<file path="src/rtl/sa_ram_ctrl_pkg.sv">
// Shared defaults for the SA RAM-backed FIFO controllers (4 x 128 registered-read RAM).
package sa_ram_ctrl_pkg;

  localparam int SA_RAM_DEPTH = 4;
  localparam int SA_RAM_AW    = 2;
  localparam int SA_RAM_DW    = 128;
  localparam int SA_RAM_OCCW  = SA_RAM_AW + 1;

endpackage

</file>
<file path="src/rtl/sa_ram_rd_pipe.sv">
// Two-stage read tracker for a registered-read RAM: stage 1 = read address latched,
// stage 2 = output register holds data not yet popped.
module sa_ram_rd_pipe (
  input  logic clk,
  input  logic rst_n,
  input  logic avail,
  input  logic rd_prdy,
  output logic ram_re,
  output logic ram_ore,
  output logic vld_p2
);

  logic vld_p1;

  // Output register may load when empty or being drained this cycle.
  always_comb begin
    ram_ore = vld_p1 & (~vld_p2 | rd_prdy);
    ram_re  = avail & (~vld_p1 | ram_ore);
  end

  // p1: address latched in RAM -> p2: data in RAM output register
  always_ff @(posedge clk or negedge rst_n) begin
    if (!rst_n) begin
      vld_p1 <= 1'b0;
      vld_p2 <= 1'b0;
    end else begin
      vld_p1 <= ram_re | (vld_p1 & ~ram_ore);
      vld_p2 <= ram_ore | (vld_p2 & ~rd_prdy);
    end
  end

endmodule

</file>
<file path="src/rtl/sa_ram_rwsp_fifo_rdctl.sv">
// Valid/ready FIFO controller driving an external 1R1W registered-read RAM.
// Optional SA_FIFO_CUT_THROUGH_EN: a push into an empty read queue issues re in the same cycle.
module sa_ram_rwsp_fifo_rdctl
  import sa_ram_ctrl_pkg::*;
#(
  parameter int DEPTH = SA_RAM_DEPTH,
  parameter int AW    = SA_RAM_AW,
  parameter int DW    = SA_RAM_DW
) (
  input  logic          nvdla_core_clk,
  input  logic          nvdla_core_rstn,
  input  logic          wr_pvld,
  output logic          wr_prdy,
  input  logic [DW-1:0] wr_pd,
  output logic          rd_pvld,
  input  logic          rd_prdy,
  output logic [DW-1:0] rd_pd,
  output logic [AW-1:0] ram_wa,
  output logic          ram_we,
  output logic [DW-1:0] ram_di,
  output logic [AW-1:0] ram_ra,
  output logic          ram_re,
  output logic          ram_ore,
  input  logic [DW-1:0] ram_dout,
  input  logic [31:0]   pwrbus_ram_pd,
  output logic [31:0]   ram_pwrbus_pd
);

  localparam int OCCW = AW + 1;

  logic [AW-1:0]   wr_ptr;
  logic [AW-1:0]   rd_ptr;
  logic [OCCW-1:0] occ;
  logic [OCCW-1:0] unrd;
  logic            push;
  logic            avail;
  logic            full;
  logic            vld_p2;

  // An entry is released once the RAM output register has captured it, so
  // occ counts entries still needed in the array, not items in the output reg.
  assign full    = (occ == OCCW'(DEPTH));
  assign wr_prdy = ~full;
  assign push    = wr_pvld & wr_prdy;

`ifdef SA_FIFO_CUT_THROUGH_EN
  assign avail = (unrd != '0) | push;
`else
  assign avail = (unrd != '0);
`endif

  sa_ram_rd_pipe u_rd_pipe (
    .clk     (nvdla_core_clk),
    .rst_n   (nvdla_core_rstn),
    .avail   (avail),
    .rd_prdy (rd_prdy),
    .ram_re  (ram_re),
    .ram_ore (ram_ore),
    .vld_p2  (vld_p2)
  );

  assign rd_pvld       = vld_p2;
  assign rd_pd         = ram_dout;
  assign ram_wa        = wr_ptr;
  assign ram_we        = push;
  assign ram_di        = wr_pd;
  assign ram_ra        = rd_ptr;
  assign ram_pwrbus_pd = pwrbus_ram_pd;

  // Pointers wrap naturally because DEPTH is a power of two.
  always_ff @(posedge nvdla_core_clk or negedge nvdla_core_rstn) begin
    if (!nvdla_core_rstn) begin
      wr_ptr <= '0;
      rd_ptr <= '0;
      occ    <= '0;
      unrd   <= '0;
    end else begin
      if (push)   wr_ptr <= wr_ptr + AW'(1);
      if (ram_re) rd_ptr <= rd_ptr + AW'(1);
      case ({push, ram_ore})
        2'b10:   occ <= occ + OCCW'(1);
        2'b01:   occ <= occ - OCCW'(1);
        default: occ <= occ;
      endcase
      case ({push, ram_re})
        2'b10:   unrd <= unrd + OCCW'(1);
        2'b01:   unrd <= unrd - OCCW'(1);
        default: unrd <= unrd;
      endcase
    end
  end

endmodule
</file>
<file path="config.mk">
export PLATFORM = sky130hd
export DESIGN_NAME = sa_ram_rwsp_fifo_rdctl
export DESIGN_NICKNAME = d
export VERILOG_FILES = /design/src/rtl/sa_ram_ctrl_pkg.sv /design/src/rtl/sa_ram_rd_pipe.sv /design/src/rtl/sa_ram_rwsp_fifo_rdctl.sv
export SDC_FILE = /design/constraint.sdc
export NUM_CORES = 1
export LEC_CHECK = 0
export CAP_MARGIN = 20
export CELL_PAD_IN_SITES_DETAIL_PLACEMENT = 1
export CELL_PAD_IN_SITES_GLOBAL_PLACEMENT = 2
export CORE_AREA = 2 2 232 234
export CTS_BUF_LIST = sky130_fd_sc_hd__clkbuf_4
export DETAILED_ROUTE_END_ITERATION = 10
export DIE_AREA = 0 0 234 236
export PLACE_DENSITY_LB_ADDON = 0.05
export SETUP_SLACK_MARGIN = 0.5
export SLEW_MARGIN = 20
export SYNTH_ARGS = -nofsm -noshare
export SYNTH_HDL_FRONTEND = slang
export SYNTH_SLANG_ARGS = --single-unit
export TNS_END_PERCENT = 10
</file>
<file path="constraint.sdc">
create_clock -name nvdla_core_clk -period 2.5 [get_ports nvdla_core_clk]
set_clock_uncertainty 0.05 [all_clocks]
set_input_delay 0.375 -clock nvdla_core_clk [delete_from_list [all_inputs] [get_ports nvdla_core_clk]]
set_output_delay 0.375 -clock nvdla_core_clk [all_outputs]
set_load 0.05 [all_outputs]
</file>
======== Word level (Yosys, flattened, before mapping) ========
Cells that the tools add are included.
word-level totals
  register bits ........................... 12
  output and inout bits ................... 297
  word-level logic and storage cells ...... 36
operators by class
  $add $sub $neg .......................... 6
  equal/unequal tests ..................... 5
  muxes and demuxes ....................... 2
  bitwise logic cells ..................... 14
  reduce and logical (&&, ||, !) cells .... 3
operators by type and width
  operator               count
  $pmux W3 S2            2
  $add A3 B1 Y3 const B  2
  $sub A3 B1 Y3 const B  2
  $and A1 B1 Y1          5
  $not A1 Y1             5
  $add A2 B1 Y2 const B  2
  $eq A2 B1 Y1 const B   2
  $eq A2 B2 Y1 const B   2
  $or A1 B1 Y1           4
  $reduce_bool A2 Y1     2
  $eq A3 B3 Y1 const B   1
  $reduce_bool A3 Y1     1

======== Depth between registers and ports, before layout ========
Gate-level depths: netlist (run 1).
  depth in word-level cells ............... 7
  gate-level depth with buffers ........... 7
  mapped depth without buffers ............ 7

======== Cells and area by module ========
Synthesis (run 1) repeated with hierarchy kept, for this count alone.
second synthesis, totals
  cells, all modules ...................... 330
  area total of the unflattened synthesis .. 2728.9 um^2
modules (own cells, without submodules)
  module                  instances  cells each  area each (um^2)  sequential area each (um^2)
  sa_ram_rwsp_fifo_rdctl  1          322         2631.3            250.2
  sa_ram_rd_pipe          1          8           97.6              50.0

======== Worst setup path after synthesis (run 1) ========
Ideal clock, no wire load.
  path type ............................... register to register
  start point ............................. reg u_rd_pipe.vld_p2
  end point ............................... reg occ[1]
  setup time .............................. 0.125 ns
  arrival time ............................ 2.118 ns
  path slack .............................. 0.208 ns
  cell stages (with the launch flop) ...... 6
  path buffers ............................ 0
  period minus slack after synthesis ...... 2.292 ns
  path through ............................ dfrtp_1 > nand2b_1 > and2_1 > ha_1 > fa_1 > mux2_2
between the ends
  cells in the longest elaborated chain, start to end .. 5
RTL lines
  item                                                      RTL line                      text
  start, declared                                           sa_ram_rd_pipe.sv:10          output logic vld_p2
  start signal, assigned                                    sa_ram_rd_pipe.sv:28          vld_p2 <= ram_ore | (vld_p2 & ~rd_prdy);
  $not A1 Y1 *                                              sa_ram_rd_pipe.sv:17          ram_ore = vld_p1 & (~vld_p2 | rd_prdy);
  $or A1 B1 Y1 *                                            sa_ram_rd_pipe.sv:17
  $and A1 B1 Y1 *                                           sa_ram_rd_pipe.sv:17
  named net ram_ore                                         sa_ram_rwsp_fifo_rdctl.sv:23  output logic ram_ore,
  $eq A2 B1 Y1 / $eq A2 B2 Y1 (equally long branches)       sa_ram_rwsp_fifo_rdctl.sv:80  case ({push, ram_ore})
  $pmux W3 S2 / $reduce_bool A2 Y1 (equally long branches)  --
  end signal, assigned                                      sa_ram_rwsp_fifo_rdctl.sv:81  2'b10: occ <= occ + OCCW'(1);
  end signal, assigned                                      sa_ram_rwsp_fifo_rdctl.sv:82  2'b01: occ <= occ - OCCW'(1);
  end, declared                                             sa_ram_rwsp_fifo_rdctl.sv:33  logic [OCCW-1:0] occ;
Mark *: on every way through the listed nets, which the timed path passes. The rest lies on a longest branch.
A chain may end at the register's enable or synchronous reset.

======== Worst setup path in the final report (run 1) ========
  start point ............................. reg unrd[0]
  end point ............................... reg unrd[2]
between the ends
  cells in the longest elaborated chain, start to end .. 4
RTL lines
  item                                                      RTL line                      text
  start, declared                                           sa_ram_rwsp_fifo_rdctl.sv:34  logic [OCCW-1:0] unrd;
  start signal, assigned                                    sa_ram_rwsp_fifo_rdctl.sv:86  2'b10: unrd <= unrd + OCCW'(1);
  start signal, assigned                                    sa_ram_rwsp_fifo_rdctl.sv:87  2'b01: unrd <= unrd - OCCW'(1);
  start signal, assigned                                    sa_ram_rwsp_fifo_rdctl.sv:88  default: unrd <= unrd;
  $reduce_bool A3 Y1                                        sa_ram_rwsp_fifo_rdctl.sv:49  assign avail = (unrd != '0);
  $and A1 B1 Y1                                             sa_ram_rd_pipe.sv:18          ram_re = avail & (~vld_p1 | ram_ore);
  $eq A2 B1 Y1 / $eq A2 B2 Y1 (equally long branches)       sa_ram_rwsp_fifo_rdctl.sv:85  case ({push, ram_re})
  $pmux W3 S2 / $reduce_bool A2 Y1 (equally long branches)  --
Several ways; a longest one is shown, not always the timed one.

==> results of run 1 <==
[cells by family (layout without fill, tap and decap cells)]
kind of cell	count (synthesis)	count (layout)	synth area share
XOR/XNOR	10	10	0.03210
adder cells (fa/ha/maj)	4	4	0.02384
buffers and inverters	289	20	0.7937
flip-flops	12	12	0.1100
multiplexers	2	2	0.008253
AND/OR/NAND/NOR	13	13	0.03210
[registers in the layout, summed over array words and instances, names as in the netlist]
name and count:
u_rd_pipe.vld_p2 1, unrd 3, ram_wa 2, u_rd_pipe.vld_p1 1, occ 3, ram_ra 2
[synth_stat cells (all sizes together)]
library cell | count | share of area
or3b | 1 | 0.0041
inv | 1 | 0.0014
and2 | 2 | 0.0055
mux2 | 2 | 0.0083
ha | 2 | 0.0092
xnor2 | 7 | 0.022
nand3b | 1 | 0.0028
fa | 2 | 0.015
or3 | 1 | 0.0041
nand3 | 2 | 0.0037
nor2 | 2 | 0.0028
buf | 288 | 0.79
xor2 | 3 | 0.0096
dfrtp | 12 | 0.11
nand2b | 3 | 0.0069
nand2 | 1 | 0.0023
[power breakdown]
part           internal [W]  total [W]  switching (W)
logic              0.000387   0.000827       0.000440
clock network     0.0000584   0.000146      0.0000876
registers          0.000296   0.000379      0.0000835
[cell type report]
type / count / area, um2
fillers: 6269 / 51400
well taps: 696 / 870.8
flip-flops and latches: 12 / 302.8
multi-input cells: 29 / 285.3
repair buffers: 15 / 182.7
clock buffers: 3 / 22.52
clock inverters: 1 / 3.754
inverters: 1 / 3.754
[through the flow]
step,util,cell area [um2],std cells,setup slack [ps],total power [W]
after detailed placement,0.03037,1612,750,179.4,0.001185
after global placement,0.03037,1612,750,165.1,0.001166
final,0.03150,1672,757,460.8,0.001353
after global routing,0.03150,1672,757,362.9,0.001481
after floorplan,-,2753,330,460.8,0.002143
after CTS,0.03096,1643,755,420.5,0.001359
[what timing repair did]
action	in CTS	in global routing
endpoints found under the setup margin	8	10
buffers inserted	1	2
pin swaps	0	1
resized for setup	2	1
[path summary, 6_finish.rpt]
check	startpoint	to	slack [ps]	cells after the start
min in group nvdla_core_clk	ram_wa[1]	ram_wa[1]	440	1
worst min register to register	ram_wa[1]	ram_wa[1]	440	1
worst max-delay path	unrd[0]	unrd[2]	460	7
worst max register to register	unrd[0]	unrd[2]	460	7
worst min-delay path	nvdla_core_rstn	ram_ra[1]	440	1
max in group asynchronous	nvdla_core_rstn	occ[0]	1420	1
[metal layers]
| layer | wire length (um) | global-route usage | vias up |
|---|---|---|---|
| li1 | - | - | 172 |
| met1 | 1467 | 0.01412 | 276 |
| met3 | 2241 | 0.03663 | 96 |
| met4 | 1000 | 0.03299 | 0 |
| met5 | 0 | 0.003571 | - |
| met2 | 1890 | 0.01859 | 186 |
[critical path, stage by stage (launching register included)]
cell and delay (ps):
dfrtp_1 400, or3_4 410, and2_4 200, ha_4 170
fa_2 330, xnor2_1 130, nor2_1 140, xor2_1 150
==> results by group, run 1 <==
Die
  • Io pins: between 500 and 600
  • FP Rows: 85
  • Core Region: 53070 um2
  • DIE AREA: 55220 um2
  • Starting Density: 0.05142
  • Die height: 236 um
  • Die extent in x: 234 um

Synthesis
  • Mapped Area: 2729 um2
  • YS warnings: 0
  • Cells after Synth: 330
  • Flops & latches, synth: 12
  • Syn avg cell area: 8.269 um2
  • Synth unique cells: 17
  • Post-synthesis sequential area ratio: 0.1100
  • Syn Nets: 626

STA
  • Finish-stage setup viols: 0
  • Min cycle time layout: 2039 ps
  • Period utilization: 0.8157
  • Final hold violation count: 0
  • Worst hold slack: 437.4 ps
  • Max Slew Vio Count: 0
  • Total Neg Setup Slack: 0 ps
  • Slew headroom: 0.5031
  • Peak Freq: 490.4 MHz
  • RSZ-0062 raised after global routing: true
  • Worst slew pin tran: between 700 and 800 ps

GRT
  • Largest net degree at the start of global routing: 13
  • Initial antenna violation count: 0
  • First-pass GRT wire length: 7.872 mm
  • GRT overflow: 0
  • Vias in the first global route: 852
  • GR Util All Layers: 0.02230

Worst setup path
  • Critical Path Start Type: flop
  • CP max FO: 3
  • CP required: 2700 ps
  • CP endpoint kind: flop
  • Arrival time worst endpoint: around 2200 ps
  • WS Path Type: flop to flop

Clocking
  • CTS sink count: 12
  • Clock transition at path regs: 100 ps
  • # H-tree levels: 1
  • Later-pin clock latency in the skew report: about 310 ps
  • CTS Buf Count: 3
  • TritonCTS clock tree: built
  • Clock root cell: clkbuf_4
  • Clock Tree Buf Depth: 2
  • Hold Buf Count CTS: 0

Detailed routing
  • Vias: 730
  • Wire per inst: 8.716 um
  • Via-per-instance ratio: 0.9643
  • Initial drt markers: 23
  • DRC viols: 0
  • Total Routed Length: 6.598 mm
  • Drt pass-1 iters: 2
  • Number of routed nets with antenna violations: 0

Final layout
  • Share of cells above drive strength 1: 0.3279
  • Commonest non-fill, non-tap cell in the layout: dfrtp_1
  • Antenna Cells: 0
  • Area delta synth->final: -38.74%
  • Most frequent cells in the layout: dfrtp_1 (10), xnor2_1 (7), clkdlybuf4s50_1 (7)
  • Final net count: approximately 360

Flow run
  • Max cap viols: 0

Placed design
  • GPL Wtd Cong: 0.5613
  • Detailed Place HPWL: ~5.7 mm
  • Port bufs: 12

Pwr
  • Static leakage: 0.3429 nW
  • Maximum vdd ir drop: around 220 uV
  • Power density over the cells: about 810 nW/um2

Hold path
  • HP Class: input port to asynchronous set/reset pin

Status
  • Status: complete, no violations
Note: power is estimated with default switching activity, not from simulation.
==> run 2, diff against run 1 <==
==> constraint.sdc (replaced) <==
create_clock -name nvdla_core_clk -period 1.9 [get_ports nvdla_core_clk]
set_clock_uncertainty 0.05 [all_clocks]
set_input_delay 0.285 -clock nvdla_core_clk [delete_from_list [all_inputs] [get_ports nvdla_core_clk]]
set_output_delay 0.285 -clock nvdla_core_clk [all_outputs]
set_load 0.05 [all_outputs]
==> run 2 against run 1 <==
The run now ends with setup timing left; power grew 47%; wire length grew 0.99%; sequential cell count is the same; setup slack lost 580 ps; count of clock-buffer cells in the layout is the same; fmax grew 0.82%; register-to-register slack lost 580 ps; largest cell class unchanged.
==> results by group, run 2 (synthesis gave the netlist of run 1 again) <==
Final layout
  • Most frequent cells in the layout: buf_4 (21), dfrtp_1 (11), xnor2_1 (6) (was dfrtp_1 (10), xnor2_1 (7), clkdlybuf4s50_1 (7))
  • Area delta synth->final: -34.66% (was -38.74%)
  • Fill cells: 6267 (was 6269)
  • Share of cells above drive strength 1: 0.5600 (was 0.3279)
  • Final instance area: 1783 um2 (was 1672 um2)
  • Regs by FF count: occ: 3 flops, unrd: 3 flops (unchanged)
  • Final Non-Filler Cells: 771 (was 757)
  • Antenna Cells: 0 (unchanged)
  • Commonest non-fill, non-tap cell in the layout: buf_4 (was dfrtp_1)
  • Final net count: 372 (was 358)

Die
  • Core Region: 53070 um2 (unchanged)
  • DIE AREA: 55220 um2 (unchanged)
  • Starting Density: 0.05142 (unchanged)
  • Io pins: 589 (unchanged)
  • FP Rows: 85 (unchanged)
  • Die extent in x: 234 um (unchanged)
  • Die height: 236 um (unchanged)

Worst setup path
  • CP required: 2090 ps (was 2700 ps)
  • Reg-to-reg critical path endpoint: unrd[2] (unchanged)
  • R2R depth: 7 (unchanged)
  • Worst R2R Setup Slack: -120 ps (was 460 ps)
  • WS Path Type: flop to flop (unchanged)
  • Arrival time worst endpoint: 2210 ps (was 2230 ps)
  • Critical Path Start Type: flop (unchanged)
  • CP endpoint kind: flop (unchanged)
  • Reg2Reg Launch Point: unrd[0] (unchanged)
  • CP max FO: 2 (was 3)

Pwr
  • Total power draw: 0.001983 W (was 0.001353 W)
  • Internal: 0.001124 W (was 0.0007413 W)
  • Clock network fraction of total power: 0.095 (was 0.108)
  • Psw: 0.0008587 W (was 0.0006113 W)
  • Power density over the cells: 1112 nW/um2 (was 809.2 nW/um2)
  • Maximum vdd ir drop: 467.3 uV (was 219.3 uV)
  • Static leakage: 0.4198 nW (was 0.3429 nW)
  • Combinational cell fraction of total power: 0.663 (was 0.612)
  • Sw Share: 0.4331 (was 0.4520)
  • Reg power frac: 0.242 (was 0.280)

Placed design
  • Placed instance count: 766 (was 750)
  • GPL Wtd Cong: 0.5480 (was 0.5613)
  • Detailed Place HPWL: 5.793 mm (was 5.664 mm)
  • Placed inst area: 1729 um2 (was 1612 um2)
  • Port bufs: 12 (unchanged)

Clocking
  • CTS sink count: 12 (unchanged)
  • Clock Tree Buf Depth: 2 (unchanged)
  • CTS Buf Count: 3 (unchanged)
  • Clock root cell: clkbuf_4 (unchanged)
  • Later-pin clock latency in the skew report: 310 ps (about the same)
  • # H-tree levels: 1 (unchanged)
  • TritonCTS clock tree: built (unchanged)
  • Clock transition at path regs: 100 ps (about the same)

Detailed routing
  • Vias: 811 (was 730)
  • Number of routed nets with antenna violations: 0 (unchanged)
  • Via-per-instance ratio: 1.052 (was 0.9643)
  • Drt pass-1 iters: 2 (unchanged)
  • Total Routed Length: 6.663 mm (was 6.598 mm)
  • Wire per inst: 8.642 um (was 8.716 um)
  • DRC viols: 0 (unchanged)
  • Initial drt markers: 25 (was 23)

STA
  • Total Neg Setup Slack: -236.0 ps (was 0 ps)
  • Slew headroom: 0.8625 (was 0.5031)
  • Period utilization: 1.065 (was 0.8157)
  • Final hold violation count: 0 (unchanged)
  • Min cycle time layout: 2023 ps (was 2039 ps)
  • Worst slew pin tran: 206.2 ps (was 743.0 ps)
  • RSZ-0062 raised after global routing: true (unchanged)
  • Peak Freq: 494.4 MHz (was 490.4 MHz)
  • Finish-stage setup viols: 5 (was 0)
  • Worst hold slack: 230.8 ps (was 437.4 ps)
  • Final Worst Setup Slack: -122.7 ps (was 460.8 ps)
  • Max Slew Vio Count: 0 (unchanged)

Flow run
  • Max cap viols: 0 (unchanged)

Status
  • Violated checks: setup timing
  • Status: complete, but fails checks (was complete, no violations)

GRT
  • First-pass GRT wire length: 8.259 mm (was 7.872 mm)
  • GRT overflow: 0 (unchanged)
  • GR Util All Layers: 0.02260 (was 0.02230)
  • Initial antenna violation count: 0 (unchanged)
  • Vias in the first global route: 919 (was 852)
  • Largest net degree at the start of global routing: 13 (unchanged)

Hold path
  • HP Class: input port to asynchronous set/reset pin (unchanged)
[run 2: cell count changes in the layout (fill, tap and decap cells not counted), sizes merged]
cell and delta:
buf +20, clkdlybuf4s50 -5, dlygate4sd2 -1
[run 2: per-stage QoR]
stage,util,worst slack (ps)
2_1_floorplan,-,-109.3
3_3_place_gp,0.03258,-278.2
3_5_place_dp,0.03258,-304.0
4_1_cts,0.03327,-142.8
5_1_grt,0.03360,-214.6
6_report,0.03360,-122.7
[run 2: repair_timing]
action                                  CTS  global route
setup buffers                             0             1
gates resized for setup                   4             2
pin swaps                                 5             5
gates cloned                              0             0
endpoints found under the hold margin     0             0
hold buffers                              0             0
endpoints found under the setup margin   11            11
[run 2: worst max path at each step]
| stage | start | end | slack, ps | depth (start not counted) |
|---|---|---|---|---|
| CTS | unrd[2] | unrd[2] | -140 | 7 |
| global route | unrd[0] | unrd[2] | -210 | 7 |
| global placement | rd_prdy | occ[2] | -280 | 8 |
| finish | unrd[0] | unrd[2] | -120 | 7 |
| floorplan | unrd[0] | unrd[1] | -110 | 5 |
| detailed placement | rd_prdy | unrd[2] | -300 | 8 |
[run 2: power by group through the flow]
stage | logic [W] | clock network [W] | registers (W)
after CTS | 0.00129 | 0.000210 | 0.000483
final | 0.00132 | 0.000188 | 0.000479
after floorplan | 0.00218 | 0 | 0.000651
after detailed placement | 0.00126 | 0 | 0.000485
after global routing | 0.00143 | 0.000235 | 0.000499
after global placement | 0.00123 | 0 | 0.000481
[run 2: area by class of cell]
cell class,instances,area (um2),area share
inverter,1,3.754,0.002105
multi-input combinational,29,307.8,0.1726
tap,696,870.8,0.4884
clock buffer,3,22.52,0.01263
clock inverter,1,3.754,0.002105
timing repair buffer,29,272.8,0.1530
sequential,12,301.5,0.1691
[run 2: critical path: stages, from the launching register on]
cell and delay, ps:
dfrtp_1 400, or3_4 400, and2_4 160, ha_4 160, fa_2 350, xnor2_2 150, nor2_2 110, xor2_1 160
[run 2: per-layer routing]
metal / GRT usage / part of all wire / vias up
li1: - / - / 200
met1: 0.01690 / 0.26 / 305
met2: 0.01940 / 0.31 / 210
met3: 0.03639 / 0.31 / 96
met4: 0.02743 / 0.12 / 0
met5: 0 / 0 / -
==> run 3, diff against run 2 <==
--- a/config.mk
+++ b/config.mk
@@ -10,6 +10,7 @@
 export CELL_PAD_IN_SITES_GLOBAL_PLACEMENT = 2
 export CORE_AREA = 2 2 232 234
 export CTS_BUF_LIST = sky130_fd_sc_hd__clkbuf_4
+export CTS_CLUSTER_DIAMETER = 150
 export DETAILED_ROUTE_END_ITERATION = 10
 export DIE_AREA = 0 0 234 236
 export PLACE_DENSITY_LB_ADDON = 0.05
==> results of run 3 <==
No change in the layout: final DEF, timing and power equal those of run 2.
